File: src/rtl/ifu_if.sv
// Fetch-unit bus bundle: instruction-memory request/response, decode handoff and redirect.
interface ifu_if #(
  parameter int PC_W = 64
);
  logic            req_valid_o;
  logic            req_ready_i;
  logic [PC_W-1:0] req_addr_o;
  logic            resp_valid_i;
  logic            resp_ready_o;
  logic [31:0]     resp_inst_i;
  logic            resp_err_i;
  logic            f_valid_o;
  logic            D_ready_i;
  logic [31:0]     inst_o;
  logic [PC_W-1:0] pc_o;
  logic            fault_o;
  logic            redirect_i;
  logic [PC_W-1:0] redirect_pc_i;

  modport master (
    output req_valid_o, req_addr_o, resp_ready_o, f_valid_o, inst_o, pc_o, fault_o,
    input  req_ready_i, resp_valid_i, resp_inst_i, resp_err_i, D_ready_i,
           redirect_i, redirect_pc_i
  );

  modport slave (
    input  req_valid_o, req_addr_o, resp_ready_o, f_valid_o, inst_o, pc_o, fault_o,
    output req_ready_i, resp_valid_i, resp_inst_i, resp_err_i, D_ready_i,
           redirect_i, redirect_pc_i
  );
endinterface

File: src/rtl/ifu.sv
// Instruction fetch unit: one outstanding memory transaction, a single holding
// register toward decode, and redirect handling that drops in-flight responses.
module ifu #(
  parameter int              PC_W     = 64,
  parameter logic [PC_W-1:0] RESET_PC = PC_W'(64'h0000_0000_8000_0000)
) (
  input logic   clk_i,
  input logic   rst_i,
  ifu_if.master bus
);
  typedef enum logic [1:0] {S_REQ, S_WAIT, S_HOLD, S_DROP} state_t;

  localparam logic [31:0] NOP_INST = 32'h0000_0013;

  state_t          state_q, state_d;
  logic [PC_W-1:0] pc_q;
  logic [31:0]     inst_q;
  logic [PC_W-1:0] pc_out_q;
  logic            fault_q;

  logic req_fire;
  logic resp_fire;
  logic d_fire;
  logic keep_resp;

  assign bus.req_valid_o  = (state_q == S_REQ);
  assign bus.req_addr_o   = pc_q;
  assign bus.resp_ready_o = ((state_q == S_WAIT) || (state_q == S_DROP)) && !rst_i;
  assign bus.f_valid_o    = (state_q == S_HOLD) && !bus.redirect_i && !rst_i;
  assign bus.inst_o       = inst_q;
  assign bus.pc_o         = pc_out_q;
  assign bus.fault_o      = fault_q;

  assign req_fire  = bus.req_valid_o && bus.req_ready_i;
  assign resp_fire = bus.resp_valid_i && bus.resp_ready_o;
  assign d_fire    = bus.f_valid_o && bus.D_ready_i;
  // A response is only kept when it lands in WAIT without a simultaneous redirect.
  assign keep_resp = (state_q == S_WAIT) && resp_fire && !bus.redirect_i;

  // Next-state selection; redirect steers any in-flight transaction into DROP.
  always_comb begin
    state_d = state_q;
    unique case (state_q)
      S_REQ: begin
        if (req_fire) state_d = bus.redirect_i ? S_DROP : S_WAIT;
      end
      S_WAIT: begin
        if (resp_fire)            state_d = bus.redirect_i ? S_REQ : S_HOLD;
        else if (bus.redirect_i)  state_d = S_DROP;
      end
      S_HOLD: begin
        if (bus.redirect_i || d_fire) state_d = S_REQ;
      end
      S_DROP: begin
        if (resp_fire) state_d = S_REQ;
      end
      default: state_d = S_REQ;
    endcase
  end

  // State and fetch PC; redirect wins over the sequential increment.
  always_ff @(posedge clk_i) begin
    if (rst_i) begin
      state_q <= S_REQ;
      pc_q    <= RESET_PC;
    end else begin
      state_q <= state_d;
      if (bus.redirect_i)  pc_q <= bus.redirect_pc_i;
      else if (d_fire)     pc_q <= pc_q + PC_W'(4);
    end
  end

  // Decode holding register, written only by a kept response so it stays stable in HOLD.
  always_ff @(posedge clk_i) begin
    if (rst_i) begin
      inst_q   <= NOP_INST;
      pc_out_q <= '0;
      fault_q  <= 1'b0;
    end else if (keep_resp) begin
      inst_q   <= bus.resp_inst_i;
      pc_out_q <= pc_q;
      fault_q  <= bus.resp_err_i;
    end
  end
endmodule

File: src/flat_wrapper.sv
// flat-port wrapper written by rule: the top's interface ports become plain ports
module ifu_flat 
#(
  parameter int              PC_W     = 64,
  parameter logic [PC_W-1:0] RESET_PC = PC_W'(64'h0000_0000_8000_0000)
)
  (clk_i, rst_i, bus_req_valid_o, bus_req_addr_o, bus_resp_ready_o, bus_f_valid_o, bus_inst_o, bus_pc_o, bus_fault_o, bus_req_ready_i, bus_resp_valid_i, bus_resp_inst_i, bus_resp_err_i, bus_D_ready_i, bus_redirect_i, bus_redirect_pc_i);
  ifu_if #(.PC_W(PC_W)) bus_i ();
  input logic clk_i;
  input logic rst_i;
  output wire logic [$bits(bus_i.req_valid_o)-1:0] bus_req_valid_o;
  output wire logic [$bits(bus_i.req_addr_o)-1:0] bus_req_addr_o;
  output wire logic [$bits(bus_i.resp_ready_o)-1:0] bus_resp_ready_o;
  output wire logic [$bits(bus_i.f_valid_o)-1:0] bus_f_valid_o;
  output wire logic [$bits(bus_i.inst_o)-1:0] bus_inst_o;
  output wire logic [$bits(bus_i.pc_o)-1:0] bus_pc_o;
  output wire logic [$bits(bus_i.fault_o)-1:0] bus_fault_o;
  input wire logic [$bits(bus_i.req_ready_i)-1:0] bus_req_ready_i;
  input wire logic [$bits(bus_i.resp_valid_i)-1:0] bus_resp_valid_i;
  input wire logic [$bits(bus_i.resp_inst_i)-1:0] bus_resp_inst_i;
  input wire logic [$bits(bus_i.resp_err_i)-1:0] bus_resp_err_i;
  input wire logic [$bits(bus_i.D_ready_i)-1:0] bus_D_ready_i;
  input wire logic [$bits(bus_i.redirect_i)-1:0] bus_redirect_i;
  input wire logic [$bits(bus_i.redirect_pc_i)-1:0] bus_redirect_pc_i;
  assign bus_req_valid_o = bus_i.req_valid_o;
  assign bus_req_addr_o = bus_i.req_addr_o;
  assign bus_resp_ready_o = bus_i.resp_ready_o;
  assign bus_f_valid_o = bus_i.f_valid_o;
  assign bus_inst_o = bus_i.inst_o;
  assign bus_pc_o = bus_i.pc_o;
  assign bus_fault_o = bus_i.fault_o;
  assign bus_i.req_ready_i = bus_req_ready_i;
  assign bus_i.resp_valid_i = bus_resp_valid_i;
  assign bus_i.resp_inst_i = bus_resp_inst_i;
  assign bus_i.resp_err_i = bus_resp_err_i;
  assign bus_i.D_ready_i = bus_D_ready_i;
  assign bus_i.redirect_i = bus_redirect_i;
  assign bus_i.redirect_pc_i = bus_redirect_pc_i;
  ifu #(.PC_W(PC_W), .RESET_PC(RESET_PC)) u_core (.clk_i(clk_i), .rst_i(rst_i), .bus(bus_i));
endmodule
File: config.mk
export PLATFORM = sky130hd
export DESIGN_NAME = ifu_flat
export DESIGN_NICKNAME = d
export VERILOG_FILES = /design/src/rtl/ifu_if.sv /design/src/rtl/ifu.sv /design/src/flat_wrapper.sv
export SDC_FILE = /design/constraint.sdc
export NUM_CORES = 1
export LEC_CHECK = 0
export ABC_AREA = 1
export BUFFER_PORTS_ARGS = -buffer_cell sky130_fd_sc_hd__buf_2
export CAP_MARGIN = 15
export CELL_PAD_IN_SITES_DETAIL_PLACEMENT = 0
export CELL_PAD_IN_SITES_GLOBAL_PLACEMENT = 1
export CORE_ASPECT_RATIO = 1.4
export CORE_MARGIN = 2
export CORE_UTILIZATION = 35
export DETAILED_ROUTE_END_ITERATION = 12
export GPL_TIMING_DRIVEN = 0
export PLACE_DENSITY_LB_ADDON = 0.15
export RECOVER_POWER = 50
export SKIP_CTS_REPAIR_TIMING = 1
export SLEW_MARGIN = 20
export SYNTH_ARGS = -nofsm -noshare
export SYNTH_HDL_FRONTEND = slang
export SYNTH_SLANG_ARGS = --single-unit
File: constraint.sdc
create_clock -name clk_i -period 1.93 [get_ports clk_i]
set_input_delay 0.0965 -clock clk_i [delete_from_list [all_inputs] [get_ports clk_i]]
set_output_delay 0.0965 -clock clk_i [all_outputs]
set_load 0.02 [all_outputs]
==> key figures <==
Setup path
  • Slowest cell delay on critical path: 0.48 ns
  • CP Data Required Time: 2.24 ns
  • Crit Path Class: reg -> reg
  • CP dominant cell by count: nand2_1
  • Flop-to-flop setup slack: 0.08 ns
  • Crit path buffers/inverters: 0
  • Critical R2R Capture: u_core.bus.req_addr_o[54]$_SDFFE_PP0P_
  • Worst r2r src: u_core.bus.req_addr_o[26]$_SDFFE_PP0P_
  • Crit path capture type: flop
  • Worst EP arrival: 2.16 ns
  • Crit-path max FO: 4
  • Worst path cell trace: nand2_1, nor2_1, nand2_1, nor2_2, nand2_1, nor2_1, nand2_1, nand3_1, a21oi_1
  • Family with the most delay on the worst path: simple AND/OR/NAND/NOR gates
  • Worst Reg-to-Reg Cells: 9
  • Worst setup SP type: flop
  • Slowest-stage cell, CP: dfxtp_1

Yosys
  • Number of synthesized flops with an enable pin: 0
  • Mapped Area: 8090 um2
  • Synth unique cells: 33
  • Seq/Total Area, Yosys: 40.4%
  • Asr flop ratio synth: 0%
  • FF+latch count, synth: 163
  • Synthesis Warnings: 0
  • Synthesized instance count: 1,223
  • Syn nets: 1,327
  • Mapped Avg Cell Area: 6.61 um2
  • Ys flop type: dfxtp_1

Timing
  • RSZ-0062 raised after global routing: true
  • Final Hold Fails: 5
  • F_max: 542 MHz
  • Worst Clk Skew: 0.00905 ns
  • Post-route minimum period: 1.85 ns
  • Setup ws final: 0.0842 ns
  • Fin crit share: 95.6%
  • Setup violations, final: 0
  • Slew @ Worst Pin: 0.820 ns
  • Max-slew violations: 0
  • Worst Hold Margin: -0.0347 ns
  • Slew margin rel.: 45.3%

Floorplanning
  • Die height: 184 um
  • Core area: 22,600 um2
  • Die area: 24,300 um2
  • Die W: 132 um
  • Cell row count: 65
  • Ports: 267
  • Starting density of the core: 35.8%

Pwr
  • Logic pwr share: 15.9%
  • Switching share of total power: 31.7%
  • Peak supply drop: 0.676 mV
  • Int Pwr: 5680 uW
  • PwrDens: 756 nW/um2
  • Clock power frac: 39.1%
  • Psw: 2630 uW
  • Leakage power: 0.00464 uW
  • Register share of total power: 45.0%

Min path
  • Hold endpoint: u_core.bus.req_addr_o[40]$_SDFFE_PP0P_
  • Worst min path class: in -> reg
  • Hold depth: 5
  • Start point of the worst hold path: bus_redirect_pc_i[40]

Clocking
  • CTS root buf: clkbuf_16
  • CTS tree: yes
  • CTS Buf Count: 17
  • Clock Path Buffers: 2
  • CTS Sinks: 163
  • Htree depth: 4
  • Clock-pin slew on the worst setup and hold paths: 0.07 ns
  • Worst-skew pair later-pin latency: 0.45 ns

Placement
  • IO buf count: 265
  • Hpwl dp: 27,200 um
  • Placer Congestion: 0.957
  • Worst slack, placed: -0.236 ns

Finish
  • Area grow syn2layout: 35.9%
  • Multi-input logic area: 4210 um2
  • Commonest non-fill, non-tap cells in the layout: nand2_1 (274), nor2_1 (198), buf_2 (178), dfxtp_1 (141), o21ai_0 (139)
  • NumNets Final: 1,675
  • FF+latch area: 3300 um2
  • Share of cells above drive strength 1: 19.3%
  • Filler cells: 2,549
  • Leading cell type in the layout, fill and taps excluded: nand2_1

Run status
  • Status: finished, violations left
  • Failing checks: hold timing

GRT
  • First-pass GRT wire length: 51,700 um
  • Largest net degree at the start of global routing: 17
  • Total GRT Usage: 28.3%
  • Antenna violations before repair: 3
  • Number of global-route vias before repair: 8,708
  • Total gr overflow: 0

Route
  • Avg Vias per Cell: 4.92
  • Post-Route WL: 35,100 um
  • Starting DRT DRC Count: 537
  • Drt pass-1 iters: 5
  • WL/cell: 18.6 um
  • Drt drc: 0
  • ANT nets after route: 0
  • Vias post-DR: 9,271

Job
  • Max-cap violations: 0
[metrics by stage]
stage / area (um2) / utilization [%] / std cells / total power (uW) / TNS, ns
after floorplan: 8090 / - / 1223 / 4490 / 0
after global placement: 9790 / 43.3 / 1789 / 5030 / -1.62
after detailed placement: 9790 / 43.3 / 1789 / 5040 / -2.03
after CTS: 10300 / 45.7 / 1821 / 8260 / -2.42
after global routing: 11000 / 48.6 / 1885 / 8660 / -0.0256
final: 11000 / 48.6 / 1886 / 8310 / 0
[how the worst max path moves through the flow]
stage | start | end | depth (start not counted)
6_report | u_core.bus.req_addr_o[26]$_SDFFE_PP0P_ | u_core.bus.req_addr_o[54]$_SDFFE_PP0P_ | 9
5_1_grt | u_core.bus.req_addr_o[44]$_SDFFE_PP0P_ | u_core.bus.req_addr_o[63]$_SDFFE_PP0P_ | 8
4_1_cts | u_core.bus.req_addr_o[3]$_SDFFE_PP0P_ | u_core.bus.req_addr_o[52]$_SDFFE_PP0P_ | 10
3_5_place_dp | u_core.bus.req_addr_o[3]$_SDFFE_PP0P_ | u_core.bus.req_addr_o[52]$_SDFFE_PP0P_ | 10
3_3_place_gp | u_core.bus.req_addr_o[3]$_SDFFE_PP0P_ | u_core.bus.req_addr_o[52]$_SDFFE_PP0P_ | 10
2_1_floorplan | u_core.bus.req_addr_o[3]$_SDFFE_PP0P_ | u_core.bus.req_addr_o[50]$_SDFFE_PP0P_ | 12
[worst min-delay path, delay by kind of cell]
family / cells / cell delay (ns)
simple gates: 3 / 0.16
buf+inv: 2 / 0.13
[cells in the mapped netlist, drive strengths merged, types with 2 or more instances]
cell type / count / share of area (%)
nand2: 288 / 14
nand3: 62 / 4.2
a21oi: 90 / 5.6
buf: 33 / 2.5
o211ai: 5 / 0.46
a31oi: 15 / 1.2
xor2: 20 / 2.2
nor2: 230 / 12
o221ai: 2 / 0.22
xnor2: 2 / 0.22
nor3: 4 / 0.39
nand4: 10 / 0.77
dfxtp: 163 / 40
clkbuf: 23 / 1.1
o21ai: 149 / 9.2
nand3b: 4 / 0.37
inv: 120 / 5.6
[kinds of logic (layout without fill, tap and decap cells)]
kind of cell	count (synthesis)	in the layout	share of synthesized area (%)
adder cells (fa/ha/maj)	1	1	0.155
flip-flops	163	163	40.4
buffers and inverters	176	537	9.13
XOR/XNOR	22	22	2.38
AO/OA/AOI/OAI	262	262	16.7
AND/OR/NAND/NOR	599	599	31.2
other	0	1	0
[power groups by stage]
| stage | logic (uW) | registers (uW) | clock network [uW] |
|---|---|---|---|
| after floorplan | 577 | 3920 | 0 |
| after global placement | 1240 | 3800 | 0 |
| after detailed placement | 1240 | 3800 | 0 |
| after CTS | 1250 | 3720 | 3290 |
| after global routing | 1460 | 3760 | 3450 |
| final | 1320 | 3730 | 3250 |
[registers in the layout (all words and copies together), names as in the netlist]
register,cells
u_core.bus.fault_o,1
u_core.bus.inst_o,32
u_core.bus.pc_o,64
u_core.bus.req_addr_o,64
u_core.state_q,2
[layer usage]
metal | track usage [%] | wire length, um
met5 | 0 | 27
met4 | 13.1 | 1380
met3 | 6.23 | 1700
met2 | 51.5 | 18300
met1 | 31.3 | 13700
[layout make-up]
type | count | share of cell area, %
multi-input combinational | 884 | 38.3
sequential | 163 | 30.0
timing repair buffer | 329 | 16.6
inverter | 120 | 4.12
clock buffer | 19 | 3.94
tap | 301 | 3.43
buffer | 56 | 2.65
clock inverter | 13 | 0.922
antenna | 1 | 0.0228
Power figures use the tool's default switching activity.
